--- src/rtl/lc3b_types.sv ---
// lc3b_types: shared LC-3b widths plus line-buffer types.
// Used by mem_line_bridge and line_merge.
package lc3b_types;

    typedef logic [15:0]  lc3b_word;
    typedef logic [1:0]   lc3b_mem_wmask;
    typedef logic [127:0] lc3b_line;
    typedef logic [11:0]  lc3b_line_tag;
    typedef logic [2:0]   lc3b_line_offset;

    typedef enum logic [1:0] {
        MLB_IDLE,
        MLB_FILL,
        MLB_WRITE
    } mlb_state_e;

    function automatic lc3b_word line_word(
        input lc3b_line        l,
        input lc3b_line_offset o
    );
        return l[{o, 4'b0000} +: 16];
    endfunction

endpackage

--- src/rtl/line_merge.sv ---
// line_merge: byte-masked merge of one 16-bit word into a 128-bit line.
// Purely combinational; shared with future cache datapaths.
module line_merge
    import lc3b_types::*;
(
    input  logic [127:0] line_in,
    input  logic [2:0]   offset,
    input  logic [1:0]   mask,
    input  logic [15:0]  word,
    output logic [127:0] line_out
);

    lc3b_line   merged;
    logic [6:0] base;

    // overwrite the enabled bytes of the addressed word
    always_comb begin
        merged = line_in;
        base   = {offset, 4'b0000};
        if (mask[0]) merged[base +: 8] = word[7:0];
        if (mask[1]) merged[base + 7'd8 +: 8] = word[15:8];
    end

    assign line_out = merged;

endmodule

--- src/rtl/mem_line_bridge.sv ---
// mem_line_bridge: one-line read buffer, write-through to 128-bit pmem.
// Optional MEM_LINE_BRIDGE_STATS_EN adds hit_count/miss_count outputs.
module mem_line_bridge
    import lc3b_types::*;
(
    input  logic         clk,
    input  logic         reset_n,
    input  logic [15:0]  mem_address,
    input  logic         mem_read,
    input  logic         mem_write,
    input  logic [1:0]   mem_byte_enable,
    input  logic [15:0]  mem_wdata,
    output logic [15:0]  mem_rdata,
    output logic         mem_resp,
    output logic [15:0]  pmem_address,
    output logic         pmem_read,
    output logic         pmem_write,
    output logic [127:0] pmem_wdata,
    input  logic [127:0] pmem_rdata,
    input  logic         pmem_resp
`ifdef MEM_LINE_BRIDGE_STATS_EN
    ,
    output logic [15:0]  hit_count,
    output logic [15:0]  miss_count
`endif
);

    mlb_state_e      state, state_next;
    lc3b_line        line_q, line_merged;
    lc3b_line_tag    tag_q, fill_tag_q, req_tag;
    lc3b_line_offset req_off;
    logic            valid_q;
    logic            hit, wr_req, rd_req;
    logic            line_load, merge_en, fill_tag_en;

    assign req_tag   = mem_address[15:4];
    assign req_off   = mem_address[3:1];
    assign hit       = valid_q && (tag_q == req_tag);
    assign wr_req    = mem_write;
    assign rd_req    = mem_read && !mem_write;
    assign mem_rdata = line_word(line_q, req_off);

    line_merge u_merge (
        .line_in  (line_q),
        .offset   (req_off),
        .mask     (mem_byte_enable),
        .word     (mem_wdata),
        .line_out (line_merged)
    );

    // state register; reset drops any pmem request at once
    always_ff @(posedge clk or negedge reset_n) begin
        if (!reset_n) state <= MLB_IDLE;
        else          state <= state_next;
    end

    // next state, handshakes and pmem drive
    always_comb begin
        state_next   = state;
        mem_resp     = 1'b0;
        pmem_read    = 1'b0;
        pmem_write   = 1'b0;
        pmem_address = 16'h0000;
        pmem_wdata   = '0;
        line_load    = 1'b0;
        merge_en     = 1'b0;
        fill_tag_en  = 1'b0;
        unique case (state)
            MLB_IDLE: begin
                if (wr_req) begin
                    if (!hit) begin
                        fill_tag_en = 1'b1;
                        state_next  = MLB_FILL;
                    end else if (mem_byte_enable == 2'b00) begin
                        mem_resp = 1'b1;
                    end else begin
                        merge_en   = 1'b1;
                        state_next = MLB_WRITE;
                    end
                end else if (rd_req) begin
                    if (hit) begin
                        mem_resp = 1'b1;
                    end else begin
                        fill_tag_en = 1'b1;
                        state_next  = MLB_FILL;
                    end
                end
            end
            MLB_FILL: begin
                pmem_read    = 1'b1;
                pmem_address = {fill_tag_q, 4'b0000};
                if (pmem_resp) begin
                    line_load  = 1'b1;
                    state_next = MLB_IDLE;
                end
            end
            MLB_WRITE: begin
                pmem_write   = 1'b1;
                pmem_address = {tag_q, 4'b0000};
                pmem_wdata   = line_q;
                if (pmem_resp) begin
                    mem_resp   = 1'b1;
                    state_next = MLB_IDLE;
                end
            end
            default: state_next = MLB_IDLE;
        endcase
    end

    // buffered line, its tag and the tag being filled
    always_ff @(posedge clk or negedge reset_n) begin
        if (!reset_n) begin
            line_q     <= '0;
            tag_q      <= '0;
            fill_tag_q <= '0;
            valid_q    <= 1'b0;
        end else begin
            if (fill_tag_en) fill_tag_q <= req_tag;
            if (line_load) begin
                line_q  <= pmem_rdata;
                tag_q   <= fill_tag_q;
                valid_q <= 1'b1;
            end else if (merge_en) begin
                line_q <= line_merged;
            end
        end
    end

`ifdef MEM_LINE_BRIDGE_STATS_EN
    logic fill_done_q;

    // a request that needed a fill is not a hit when it finally responds
    always_ff @(posedge clk or negedge reset_n) begin
        if (!reset_n) begin
            fill_done_q <= 1'b0;
            hit_count   <= '0;
            miss_count  <= '0;
        end else begin
            if (fill_tag_en && miss_count != 16'hFFFF)
                miss_count <= miss_count + 16'd1;
            if (mem_resp && !fill_done_q && hit_count != 16'hFFFF)
                hit_count <= hit_count + 16'd1;
            if (line_load)     fill_done_q <= 1'b1;
            else if (mem_resp) fill_done_q <= 1'b0;
        end
    end
`endif

endmodule

--- config.mk ---
export PLATFORM = sky130hd
export DESIGN_NAME = mem_line_bridge
export DESIGN_NICKNAME = d
export VERILOG_FILES = /design/src/rtl/lc3b_types.sv /design/src/rtl/line_merge.sv /design/src/rtl/mem_line_bridge.sv
export SDC_FILE = /design/constraint.sdc
export NUM_CORES = 1
export LEC_CHECK = 0
export CAP_MARGIN = 20
export CORE_ASPECT_RATIO = 1.1
export CORE_MARGIN = 3
export CORE_UTILIZATION = 32
export CTS_CLUSTER_SIZE = 12
export DETAILED_ROUTE_END_ITERATION = 8
export DONT_BUFFER_PORTS = 1
export PLACE_DENSITY = 0.44
export SYNTH_ARGS = -nofsm -noshare
export SYNTH_HDL_FRONTEND = slang
export SYNTH_SLANG_ARGS = --single-unit
--- constraint.sdc ---
create_clock -name clk -period 4.55 [get_ports clk]
set_input_delay 0.6825 -clock clk [delete_from_list [all_inputs] [get_ports clk]]
set_output_delay 0.6825 -clock clk [all_outputs]
set_load 0.01 [all_outputs]
==> summary.txt <==
Fillcell total -> 3,416
Final period util -> 0.712
Max Freq -> 0.309 GHz
Final Wtd Congestion -> 0.809
Post-CTS Setup Bufs -> 0
Vias per inst -> 6.04
# IOs -> 330
HP Class -> input pin to asynchronous set/reset pin
Clock Tree Root -> clkbuf_16
Routed WL -> 44,000 um
Synth Area per Inst -> 8.94 um2
Synth warnings -> 0
Remaining DRCs -> 0
Die Wd -> 181 um
Crit. End Element -> output pin
Worst EP arrival -> 2.55 ns
Post-synth EDFFs -> 0
Post-Syn Instances -> 1,200
Clk pin slew, worst setup/hold paths -> 0.08 ns
Flops & latches, synth -> 155
Final Hold Vio Count -> 0
Cell area after synthesis -> 10,700 um2
Cell variety after synth -> 59
Initial core utilization -> 0.328
Most frequent cells in the layout -> dfrtp_1, nand2_1, and2_1, nor2_1, a211oi_1
Detail Placement HPWL -> 30,500 um
Max Cap Violations -> 0
Worst EP required -> 3.87 ns
Ys flop type -> dfrtp_1
DR vias -> 9,463
Initial antenna violation count -> 3
Worst hold slack -> 0.281 ns
Worst-Margin Slew -> 1.02 ns
TritonCTS buffer count -> 17
Die area -> 35,800 um2
CTS tree -> done
Row count -> 69
Post-cts repair resize count -> 0
Worst setup margin -> 1.31 ns
Clock period minus worst slack -> 3.24 ns
Overflow after GRT -> 0
Worst vdd ir -> 0.222 mV
Post-route antenna net violation count -> 0
DRT Pass-1 Iters -> 7
DR iter-0 viols -> 696
Share of flip-flops with an asynchronous set or reset -> 1.00
Largest net degree at the start of global routing -> 156
Final setup violating endpoints -> 0
Setup Skew -> 0.0141 ns
RSZ-0062 raised after global routing -> false
First-pass GRT wire length -> 65,900 um
Core area -> 32,700 um2
Clock Latency Late Sink -> 0.44 ns
Relative slew margins -> 0.318
DR WL/cell -> 28.1 um
Pre-CTS setup slack -> 1.34 ns
Register area share after synthesis -> 0.361
Leak -> 4.64 nW
# clock sinks -> 155
Die H -> 198 um
Power Density -> 556 nW/um2
Startpoint types -> register
Max Fanout on Critical Path -> 99
IO buf count -> 0
Vias in the first global route -> 9,543
Status -> finished clean
Hold buffers post-CTS -> 1
Clock buffer depth -> 2
Max-slew violation count -> 0
H-tree levels -> 4
Commonest non-fill, non-tap cell in the layout -> dfrtp_1
Synthesis-to-layout area growth -> 8.17%
Setup CP Type -> register to output pin
Total track usage -> 0.241
TNS Setup -> 0 ns
Nets -> 1,303
Layout cell share with drive strength beyond 1 -> 0.121
## registers in the layout, summed over array words and instances, names as in the netlist
name and cells:
state 2, fill_tag_q 12, valid_q 1, tag_q 12, line_q 128
## power breakdown
group | internal (mW) | switching [mW] | total, mW
clock network | 0.831 | 0.711 | 1.54
registers | 2.03 | 0.625 | 2.65
logic | 1.05 | 1.21 | 2.26
total | 3.91 | 2.54 | 6.45
## worst max-delay path: stages (launching register included)
cell and delay, ns:
dfrtp_1 0.38, inv_1 0.14, ha_4 0.79, buf_4 0.48
and2_1 0.30
## through the flow
step           cells  cell area (um2)  power, mW   util
2_1_floorplan   1203            10700       4.19      -
3_3_place_gp    1529            11000       4.87  0.335
3_5_place_dp    1530            11000       4.91  0.335
4_1_cts         1563            11600       6.50  0.354
5_1_grt         1565            11600       6.89  0.355
6_report        1566            11600       6.45  0.355
## cell type report
class,instances,area (um2),share of cell area
repair buffers,23,196,0.0169
multi-input cells,914,6340,0.546
clock inverters,15,174,0.0150
diodes,2,5.00,0.000431
inverters,14,52.6,0.00453
flip-flops and latches,155,3880,0.334
well taps,426,533,0.0459
clock buffers,17,425,0.0366
## cells by family after synthesis
kind of cell / after synthesis / share of synthesized area
xor+xnor: 7 / 0.00571
compound gates: 252 / 0.178
flops: 155 / 0.361
buf+inv: 134 / 0.0512
other cells: 1 / 0.000349
mux: 76 / 0.111
simple gates: 564 / 0.279
fa+ha+maj: 11 / 0.0128
## final timing paths
| path | from | endpoint | slack (ns) | depth (start not counted) |
|---|---|---|---|---|
| max in group asynchronous | reset_n | line_q[16]$_DFFE_PN0P_ | 3.65 | 1 |
| hold reg to reg | valid_q$_DFFE_PN0P_ | valid_q$_DFFE_PN0P_ | 0.47 | 1 |
| setup reg to reg | state[1]$_DFFE_PN0P_ | line_q[84]$_DFFE_PN0P_ | 1.38 | 8 |
| min in group clk | mem_byte_enable[0] | line_q[6]$_DFFE_PN0P_ | 0.37 | 2 |
| hold / removal | reset_n | line_q[58]$_DFFE_PN0P_ | 0.28 | 1 |
| setup / recovery | state[0]$_DFFE_PN0P_ | pmem_wdata[65] | 1.31 | 4 |
## synthesized netlist by cell type (all sizes together), types with 8 or more instances
master / count / area (um2)
nor3: 29 / 156
a32o: 16 / 160
inv: 14 / 52.6
nand2: 152 / 571
nor2: 95 / 357
a22o: 16 / 140
and2: 138 / 863
nor4b: 10 / 100
nor2b: 20 / 133
ha: 11 / 138
a22oi: 12 / 90.1
a211oi: 48 / 360
buf: 46 / 218
a21oi: 42 / 210
nand3: 13 / 65.1
a221o: 24 / 240
and3: 39 / 244
clkbuf: 74 / 279
mux2i: 16 / 160
mux2: 28 / 315
o21ai: 22 / 118
a31oi: 25 / 156
mux4: 32 / 721
o311ai: 8 / 70.1
o31ai: 9 / 67.6
a211o: 16 / 140
dfrtp: 155 / 3880
a311o: 8 / 80.1
nand2b: 33 / 206
## per-layer routing
| layer | global-route usage | vias up | share of wire |
|---|---|---|---|
| li1 | - | 4186 | - |
| met1 | 0.344 | 4828 | 0.45 |
| met2 | 0.371 | 407 | 0.46 |
| met3 | 0.0562 | 38 | 0.072 |
| met4 | 0.0591 | 4 | 0.016 |
| met5 | 0 | - | 0.00070 |
Power figures use the tool's default switching activity.
